$ cat config.mk
export PLATFORM = sky130hd
export DESIGN_NAME = apb_reg_slave_flat
export DESIGN_NICKNAME = d
export VERILOG_FILES = /design/src/rtl/apb_pkg.sv /design/src/rtl/apb_reg_slave_if.sv /design/src/rtl/apb_addr_decode.sv /design/src/rtl/apb_reg_slave.sv /design/src/flat_wrapper.sv
export SDC_FILE = /design/constraint.sdc
export NUM_CORES = 1
export LEC_CHECK = 0
export CAP_MARGIN = 5
export CORE_UTILIZATION = 31
export CTS_CLUSTER_DIAMETER = 50
export DETAILED_ROUTE_END_ITERATION = 10
export GPL_TIMING_DRIVEN = 0
export PLACE_DENSITY = 0.58
export SLEW_MARGIN = 20
export SYNTH_ARGS = -nofsm -noshare
export SYNTH_HDL_FRONTEND = slang
export SYNTH_SLANG_ARGS = --single-unit
$ cat constraint.sdc
create_clock -name PCLK -period 3.28 [get_ports PCLK]
set_input_delay 0.328 -clock PCLK [delete_from_list [all_inputs] [get_ports PCLK]]
set_output_delay 0.328 -clock PCLK [all_outputs]
set_load 0.1 [all_outputs]
$ cat src/rtl/apb_pkg.sv
// rtl/apb_pkg.sv - shared APB widths and slave FSM state type
// Contents: APB_ADDR_W, APB_DATA_W, apb_slv_state_t.
package apb_pkg;

  localparam int APB_ADDR_W = 32;
  localparam int APB_DATA_W = 32;

  typedef enum logic {
    IDLE   = 1'b0,
    ACCESS = 1'b1
  } apb_slv_state_t;

endpackage

$ cat src/rtl/apb_reg_slave_if.sv
// rtl/apb_reg_slave_if.sv - APB bus bundle with master/slave modports
// Signals: PSEL, PENABLE, PWRITE, PADDR, PWDATA (master->slave);
//          PRDATA, PREADY, PSLVERR (slave->master).
interface apb_reg_slave_if;
  import apb_pkg::*;

  logic                  PSEL;
  logic                  PENABLE;
  logic                  PWRITE;
  logic [APB_ADDR_W-1:0] PADDR;
  logic [APB_DATA_W-1:0] PWDATA;
  logic [APB_DATA_W-1:0] PRDATA;
  logic                  PREADY;
  logic                  PSLVERR;

  modport master (
    output PSEL, PENABLE, PWRITE, PADDR, PWDATA,
    input  PRDATA, PREADY, PSLVERR
  );

  modport slave (
    input  PSEL, PENABLE, PWRITE, PADDR, PWDATA,
    output PRDATA, PREADY, PSLVERR
  );

endinterface

$ cat src/rtl/apb_addr_decode.sv
// rtl/apb_addr_decode.sv - word-aligned register window decode
// Ports: paddr (in, byte address); idx (out, register index); err (out, misaligned/out of window).
module apb_addr_decode
  import apb_pkg::*;
#(
  parameter  int                    NUM_REGS  = 8,
  parameter  logic [APB_ADDR_W-1:0] BASE_ADDR = '0,
  localparam int                    IDX_W     = $clog2(NUM_REGS)
) (
  input  logic [APB_ADDR_W-1:0] paddr,
  output logic [IDX_W-1:0]      idx,
  output logic                  err
);

  logic [APB_ADDR_W-1:0] off;

  assign off = paddr - BASE_ADDR;
  assign idx = off[2 +: IDX_W];

  // BASE_ADDR is window-aligned, so off[1:0] equals paddr[1:0] and any set
  // bit above the index field means off >= NUM_REGS*4.
  assign err = (off[1:0] != 2'b00) ||
               (paddr < BASE_ADDR) ||
               (off[APB_ADDR_W-1:IDX_W+2] != '0);

endmodule

$ cat src/rtl/apb_reg_slave.sv
// rtl/apb_reg_slave.sv - APB register-bank slave with wait states and PSLVERR
// Ports: PCLK, PRESETn (async active-low), bus (apb_reg_slave_if.slave).
// Option: APB_REG_SLAVE_CNT_EN makes the top register a read-only cycle counter.
module apb_reg_slave
  import apb_pkg::*;
#(
  parameter  int                    NUM_REGS    = 8,
  parameter  int                    WAIT_STATES = 1,
  parameter  logic [APB_ADDR_W-1:0] BASE_ADDR   = '0,
  localparam int                    IDX_W       = $clog2(NUM_REGS)
) (
  input  logic             PCLK,
  input  logic             PRESETn,
  apb_reg_slave_if.slave   bus
);

  apb_slv_state_t        state, state_nxt;
  logic [3:0]            wcnt;
  logic                  wr_q;
  logic                  err_q;
  logic [IDX_W-1:0]      idx_q;
  logic [APB_DATA_W-1:0] wdata_q;
  logic [APB_DATA_W-1:0] prdata_q;
  logic                  pslverr_q;
  logic [APB_DATA_W-1:0] regs [NUM_REGS];
  logic [APB_DATA_W-1:0] rd_val;

  logic [IDX_W-1:0]      dec_idx;
  logic                  dec_err;
  logic                  wr_to_cnt;
  logic                  setup, step, done;

  apb_addr_decode #(
    .NUM_REGS  (NUM_REGS),
    .BASE_ADDR (BASE_ADDR)
  ) u_dec (
    .paddr (bus.PADDR),
    .idx   (dec_idx),
    .err   (dec_err)
  );

  assign setup = (state == IDLE) && bus.PSEL && !bus.PENABLE;
  assign step  = (state == ACCESS) && bus.PSEL && bus.PENABLE && (wcnt != 4'd0);
  assign done  = (state == ACCESS) && bus.PSEL && bus.PENABLE && (wcnt == 4'd0);

  assign bus.PREADY  = (state == ACCESS) && (wcnt == 4'd0);
  assign bus.PRDATA  = prdata_q;
  assign bus.PSLVERR = pslverr_q;

`ifdef APB_REG_SLAVE_CNT_EN
  logic [APB_DATA_W-1:0] cyc_cnt;

  always_ff @(posedge PCLK or negedge PRESETn) begin
    if (!PRESETn) cyc_cnt <= '0;
    else          cyc_cnt <= cyc_cnt + 1'b1;
  end

  // The counter slot is read-only: writes to it are rejected at setup.
  assign wr_to_cnt = bus.PWRITE && (dec_idx == IDX_W'(NUM_REGS - 1));
  assign rd_val    = (idx_q == IDX_W'(NUM_REGS - 1)) ? cyc_cnt : regs[idx_q];
`else
  assign wr_to_cnt = 1'b0;
  assign rd_val    = regs[idx_q];
`endif

  always_ff @(posedge PCLK or negedge PRESETn) begin
    if (!PRESETn) state <= IDLE;
    else          state <= state_nxt;
  end

  always_comb begin
    state_nxt = state;
    case (state)
      IDLE:   if (setup) state_nxt = ACCESS;
      ACCESS: if (!bus.PSEL || done) state_nxt = IDLE;
    endcase
  end

  always_ff @(posedge PCLK or negedge PRESETn) begin
    if (!PRESETn) begin
      wcnt      <= 4'd0;
      wr_q      <= 1'b0;
      err_q     <= 1'b0;
      idx_q     <= '0;
      wdata_q   <= '0;
      prdata_q  <= '0;
      pslverr_q <= 1'b0;
      for (int i = 0; i < NUM_REGS; i++) regs[i] <= '0;
    end else begin
      if (setup) begin
        wr_q    <= bus.PWRITE;
        wdata_q <= bus.PWDATA;
        idx_q   <= dec_idx;
        err_q   <= dec_err || wr_to_cnt;
        wcnt    <= 4'(WAIT_STATES);
      end else if (step) begin
        wcnt <= wcnt - 4'd1;
      end

      // An abort (PSEL low in ACCESS) never reaches here, so nothing commits.
      if (done) begin
        if (wr_q && !err_q) regs[idx_q] <= wdata_q;
        if (!wr_q)          prdata_q    <= err_q ? '0 : rd_val;
        pslverr_q <= err_q;
      end
    end
  end

endmodule

$ cat src/flat_wrapper.sv
// flat-port wrapper written by rule: the top's interface ports become plain ports
module apb_reg_slave_flat import apb_pkg::*;
#(
  parameter  int                    NUM_REGS    = 8,
  parameter  int                    WAIT_STATES = 1,
  parameter  logic [APB_ADDR_W-1:0] BASE_ADDR   = '0,
  localparam int                    IDX_W       = $clog2(NUM_REGS)
)
  (PCLK, PRESETn, bus_PSEL, bus_PENABLE, bus_PWRITE, bus_PADDR, bus_PWDATA, bus_PRDATA, bus_PREADY, bus_PSLVERR);
  apb_reg_slave_if bus_i ();
  input  logic PCLK;
  input  logic PRESETn;
  input wire logic [$bits(bus_i.PSEL)-1:0] bus_PSEL;
  input wire logic [$bits(bus_i.PENABLE)-1:0] bus_PENABLE;
  input wire logic [$bits(bus_i.PWRITE)-1:0] bus_PWRITE;
  input wire logic [$bits(bus_i.PADDR)-1:0] bus_PADDR;
  input wire logic [$bits(bus_i.PWDATA)-1:0] bus_PWDATA;
  output wire logic [$bits(bus_i.PRDATA)-1:0] bus_PRDATA;
  output wire logic [$bits(bus_i.PREADY)-1:0] bus_PREADY;
  output wire logic [$bits(bus_i.PSLVERR)-1:0] bus_PSLVERR;
  assign bus_i.PSEL = bus_PSEL;
  assign bus_i.PENABLE = bus_PENABLE;
  assign bus_i.PWRITE = bus_PWRITE;
  assign bus_i.PADDR = bus_PADDR;
  assign bus_i.PWDATA = bus_PWDATA;
  assign bus_PRDATA = bus_i.PRDATA;
  assign bus_PREADY = bus_i.PREADY;
  assign bus_PSLVERR = bus_i.PSLVERR;
  apb_reg_slave #(.NUM_REGS(NUM_REGS), .WAIT_STATES(WAIT_STATES), .BASE_ADDR(BASE_ADDR)) u_core (.PCLK(PCLK), .PRESETn(PRESETn), .bus(bus_i));
endmodule
=== Yosys cells after proc, flatten, opt, wreduce, memory -nomap -nowiden ===
Cells that the tools add are included.

* $add $sub $neg: 1
* $lt $le $gt $ge: 3
* Muxes and demuxes: 12
* Bitwise logic cells: 3
* Reduce and logical (&&, ||, !) cells: 22

{| class="wikitable"
|+ Operators with widths
! cell !! count
|-
| bitwise mux 256 bit || 1
|-
| two-way mux 32 bit || 4
|-
| binary-select mux 32 bit (select 3 bit) || 1
|-
| demux 32 bit (select 3 bit) || 1
|-
| < comparator 32 x 1 -> 1 bit (second input constant) || 1
|-
| nonzero test 27 bit || 1
|-
| logical AND 1 bit || 9
|-
| two-way mux 4 bit || 2
|-
| greater-or-equal comparator 4 bit (second input constant) || 1
|-
| zero test 4 bit || 1
|-
| < comparator 4 x 1 -> 1 bit (second input constant) || 1
|-
| NOT 3 -> 4 bit || 1
|-
| AND reduction 2 bit || 2
|-
| nonzero test 2 bit || 2
|-
| nonzero test 4 bit || 1
|-
| subtractor 4 x 1 -> 4 bit (second input constant) || 1
|-
| zero test 1 bit || 3
|-
| logical OR 1 bit || 3
|-
| two-way mux 1 bit || 2
|-
| NOT 1 bit || 2
|-
| one-hot mux 1 bit (2 select lines) || 1
|}

* Register bits after elaboration: 331
* Bits of input ports: 69
* Output and inout port bits: 34
* Word-level logic and storage cells: 57

=== Depth between registers and ports, before layout ===
* Depth after elaboration: 6
* Gate-level depth with buffers: 8
* Mapped depth without buffers: 5

=== By module ===
From an unflattened synthesis, not the netlist that was laid out.

* Cell total of the unflattened synthesis: 880
* Area total of the unflattened synthesis: 14540.2 sq um

{| class="wikitable"
|+ Modules (own cells, without submodules)
! module !! times used !! cells an instance !! area each (sq um) !! seq. area each (sq um)
|-
| apb_reg_slave || 1 || 867 || 14448.9 || 8282.9
|-
| apb_addr_decode || 1 || 13 || 91.3 || 0.0
|}

=== Worst setup path after synthesis ===
OpenSTA, ideal clock, no wires.

* Path type: reg-to-reg
* From: reg u_core.wcnt[0]
* To: reg u_core.regs[10] in the netlist's numbering
* Library setup time: 0.125 ns
* Data arrival time: 2.144 ns
* Required time: 3.155 ns
* Slack: 1.011 ns
* Cell stages (with the launch flop): 9
* Buffers on the path: 3
* Period minus slack after synthesis: 2.269 ns
* Path through: dfrtp_1 inv_1 ha_1 or3b_1 buf_2 or4_4 buf_6 buf_12 mux2_4

* Word-level cells in the longest chain between the ends: 3

{| class="wikitable"
|+ Ends and longest elaborated chain
! what !! RTL line !! RTL
|-
| from (decl) || apb_reg_slave.sv:18 || <nowiki>logic [3:0] wcnt;</nowiki>
|-
| from (signal assigned) || apb_reg_slave.sv:95 || <nowiki>wcnt <= 4'(WAIT_STATES);</nowiki>
|-
| from (signal assigned) || apb_reg_slave.sv:97 || <nowiki>wcnt <= wcnt - 4'd1;</nowiki>
|-
| zero test 4 bit || apb_reg_slave.sv:44 || <nowiki>assign done = (state == ACCESS) && bus.PSEL && bus.PENABLE && (wcnt == 4'd0);</nowiki>
|-
| logical AND 1 bit || apb_reg_slave.sv:44 ||
|-
| AND reduction 2 bit (no line) || n/a ||
|-
| to (signal, indexed assignment) || apb_reg_slave.sv:102 || <nowiki>if (wr_q && !err_q) regs[idx_q] <= wdata_q;</nowiki>
|-
| to (decl) || apb_reg_slave.sv:25 || <nowiki>logic [APB_DATA_W-1:0] regs [NUM_REGS];</nowiki>
|}

No other way between the ends.
A chain may end at the register's enable or synchronous reset.

=== Worst setup path in the final report ===
* From: reg u_core.wcnt[0]
* To: out bus_PREADY

* Word-level cells in the longest chain between the ends: 2

{| class="wikitable"
|+ Ends and longest elaborated chain
! what !! RTL line !! RTL
|-
| zero test 4 bit || apb_reg_slave.sv:46 || <nowiki>assign bus.PREADY = (state == ACCESS) && (wcnt == 4'd0);</nowiki>
|-
| logical AND 1 bit || apb_reg_slave.sv:46 ||
|-
| to (decl) || flat_wrapper.sv:19 || <nowiki>output wire logic [$bits(bus_i.PREADY)-1:0] bus_PREADY;</nowiki>
|}

No other way between the ends.

==> flow_summary.toml <==
[clocking]
cts_buffer_depth = 3
path_clk_slew_ns = 0.06
clockRootBuffer = "sky130_fd_sc_hd__clkbuf_16"
cts_made_buffers = 40
clock_insertion_delay_worst_skew_ns = 0.54
postCtsSetupBuffers = 0
numClockSinks = 331
cts_tree = "done"
cts-htree-levels = 2

[synthesis]
proportion_of_register_bits_with_asynchronous_set_or_reset_after_synthesis = 1.000
syn_nets = 947
syn_inst = 877
yosys_register_bits = 331
synth.lib_cells_used.distinct = 42
synthTopCellsByArea = "sky130_fd_sc_hd__dfrtp_1, sky130_fd_sc_hd__mux2_2, sky130_fd_sc_hd__mux4_2"
synth_edf_count = 0
largest_area_contributor_in_the_netlist = "sky130_fd_sc_hd__dfrtp_1"
synth_sequential_area_ratio = 0.5738
synth-main-ff-cell = "sky130_fd_sc_hd__dfrtp_1"
netlist_area_sq_um = 14440
postSynthAreaPerCell_sq_um = 16.46
synth.yosys.warnings = 0
synthDominantCellAreaShare = 0.5738

[floorplan]
fp.dieH_microns = 217.8
core_area_sq_um = 45670
dieArea_sq_um = 47440
num_io_pins = 103
effective_utilization_at_floorplan = 0.3161
number_of_placement_rows = 78
die_width_microns = 217.8

[drt]
drt_wl_total_microns = 33750
drtAntennaViolNets = 0
drt-wirelength-per-cell_microns = 20.36
detail_route.iter0.violations = 482
drt-pass1-iter-count = 4
drc_errors = 0
vias_per_cell = 4.934
via_count = 8180

[run]
maxCapViolations = 0

[finish]
layoutNonFillerInstCount = 1658
syn_to_final_growth_pct = 22.76
diodes = 0
nets = 1096
final_layout_size_suffix_gt1_frac = 0.4338
layout.cells.most_common_list = "sky130_fd_sc_hd__dfrtp_1, sky130_fd_sc_hd__mux2_2, sky130_fd_sc_hd__clkdlybuf4s50_1, sky130_fd_sc_hd__mux4_2, sky130_fd_sc_hd__clkbuf_16"
finish.instance_area_sq_um = 17720
layout_commonest_cell = "sky130_fd_sc_hd__dfrtp_1"

[timing]
fin_tns_setup_ns = 0
report.final.setup_viol = 0
hold_violations = 0
worst_slew_pin_slew_ns = 1.107
clock_skew_ns = 0.02549
rsz0062_at_grt = "no"
timing.final.ws_setup_ns = 0.4409
relSlewSlack = 0.2618
max_freq_mhz = 352.2
timing_max_transition_violations_final = 0
timing.final.crit_share = 0.8656
final.min_clock_period_ns = 2.839

[global_route]
globalRouteTotalUtil = 0.1480
initial_antenna_violation_count = 1
via_count_of_the_first_global_routing_pass = 8809
wire_length_of_the_first_global_routing_pass_microns = 53640
globalRoute.totalOverflow = 0
grt_start_max_net_pins = 92

[power_and_ir_drop]
worst_ir_drop_vdd_mv = 0.3800
post-layout-total-power_mw = 9.986
power.density_nw_per_um2 = 563.5
power_leakage_nw = 8.311

[placed_design]
port_buffers = 102
pre_cts_slack_ns = 0.08783
finalWeightedCongestion = 0.7176
placed_cell_area_sq_um = 16320
post-place-cells = 1583
hpwlAfterDp_microns = 21410

[critical_path]
critical_path_fanouts_max = 10
element_type_at_the_critical_path_end = "primary output"
crit-reg2reg-launch = "u_core.wcnt[0]$_DFFE_PN0P_"
crit_path_start = "u_core.wcnt[0]$_DFFE_PN0P_"
rr_worst_depth = 7
worst-endpoint-required_ns = 2.95
worst_r2r_endpoint = "u_core.regs[141]$_DFFE_PN0P_"
critical_path.startpoint_type = "flip-flop"
r2r_slack_ns = 0.57
critPathKind = "reg2out"
cp_data_arrival_time_ns = 2.51
critPathCapture = "bus_PREADY"

[worst_hold_path]
min-delay-path-class = "in2async"

[run_status]
status = "finished, final reports clean"
[sequential cells by signal, summed over array words and instances, names as in the netlist]
register	cells
u_core.bus.PRDATA	32
u_core.bus.PSLVERR	1
u_core.err_q	1
u_core.idx_q	3
u_core.regs	256
u_core.state	1
u_core.wcnt	4
u_core.wdata_q	32
u_core.wr_q	1
[kinds of logic (layout without fill, tap and decap cells)]
| kind of cell | count (synthesis) | in the layout | synth area share |
|---|---|---|---|
| AOI/OAI and AO/OA | 44 | 44 | 0.02461 |
| and+or+nand+nor | 44 | 44 | 0.02080 |
| muxes | 389 | 389 | 0.3566 |
| buffers and inverters | 68 | 249 | 0.02340 |
| DFF | 331 | 331 | 0.5738 |
| adders and majority gates | 1 | 1 | 0.0008666 |
[power by group]
part	leakage (nW)	internal, mW	switching [mW]
registers	4.53	4.21	0.246
logic	3.09	0.425	0.563
clock network	0.685	2.79	1.76
[cells in the mapped netlist, types with 3 or more instances]
| cell type | instances |
|---|---|
| sky130_fd_sc_hd__buf_2 | 21 |
| sky130_fd_sc_hd__mux4_2 | 62 |
| sky130_fd_sc_hd__dfrtp_1 | 331 |
| sky130_fd_sc_hd__o2bb2ai_1 | 31 |
| sky130_fd_sc_hd__nand4_1 | 3 |
| sky130_fd_sc_hd__buf_1 | 3 |
| sky130_fd_sc_hd__mux2_4 | 30 |
| sky130_fd_sc_hd__a21oi_1 | 3 |
| sky130_fd_sc_hd__mux2_2 | 260 |
| sky130_fd_sc_hd__clkbuf_1 | 36 |
| sky130_fd_sc_hd__mux2i_1 | 35 |
| sky130_fd_sc_hd__nor4_1 | 7 |
| sky130_fd_sc_hd__o21ai_0 | 3 |
| sky130_fd_sc_hd__or4_1 | 3 |
| sky130_fd_sc_hd__and4_1 | 5 |
| sky130_fd_sc_hd__inv_1 | 3 |
| sky130_fd_sc_hd__nor2_1 | 5 |
| sky130_fd_sc_hd__or3_1 | 3 |
| sky130_fd_sc_hd__buf_12 | 3 |
[repair_timing]
action                                  in CTS  in global routing
hold endpoints to repair                    33                  0
gates resized for setup                      1                  2
gates cloned                                 0                  0
hold buffers                                 1                  0
endpoints found under the setup margin       1                  1
[critical path, stage by stage (launching register included)]
cell and delay (ns):
sky130_fd_sc_hd__dfrtp_1 0.40, sky130_fd_sc_hd__inv_1 0.07, sky130_fd_sc_hd__ha_1 0.17, sky130_fd_sc_hd__nor3b_1 0.28, sky130_fd_sc_hd__clkbuf_1 0.36, sky130_fd_sc_hd__and2_1 0.24, sky130_fd_sc_hd__clkbuf_2 0.47
[worst min path at each step]
stage               cells after the start                               end                        start
finish                                  2  u_core.bus.PRDATA[9]$_DFFE_PN0P_                      PRESETn
global route                            2  u_core.bus.PRDATA[9]$_DFFE_PN0P_                      PRESETn
detailed placement                      1     u_core.wdata_q[9]$_DFFE_PN0P_                      PRESETn
global placement                        1       u_core.regs[72]$_DFFE_PN0P_  u_core.regs[72]$_DFFE_PN0P_
floorplan                               0  u_core.bus.PRDATA[0]$_DFFE_PN0P_                      PRESETn
CTS                                     2     u_core.wdata_q[9]$_DFFE_PN0P_                      PRESETn
[per-stage QoR]
stage	util	hold slack, ns
5_1_grt	0.3880	0.2671
3_3_place_gp	0.3549	0.4698
3_5_place_dp	0.3574	0.2223
6_report	0.3880	0.2578
4_1_cts	0.3880	0.2481
2_1_floorplan	-	0.03241
[routing by layer]
metal / wire length, microns / track usage
met1: 15630 / 0.2101
met2: 15660 / 0.2305
met3: 1679 / 0.02622
met4: 773 / 0.04452
met5: 12 / 0
[final cells by class]
cell class,instances,area [sq um]
buffer,64,324.1
clock buffer,55,1189
clock inverter,19,198.9
fill,4347,27950
inverter,4,15.01
multi-input combinational,478,5821
sequential,331,8283
tap,600,750.7
timing repair buffer,107,1141
Power figures use the tool's default switching activity.
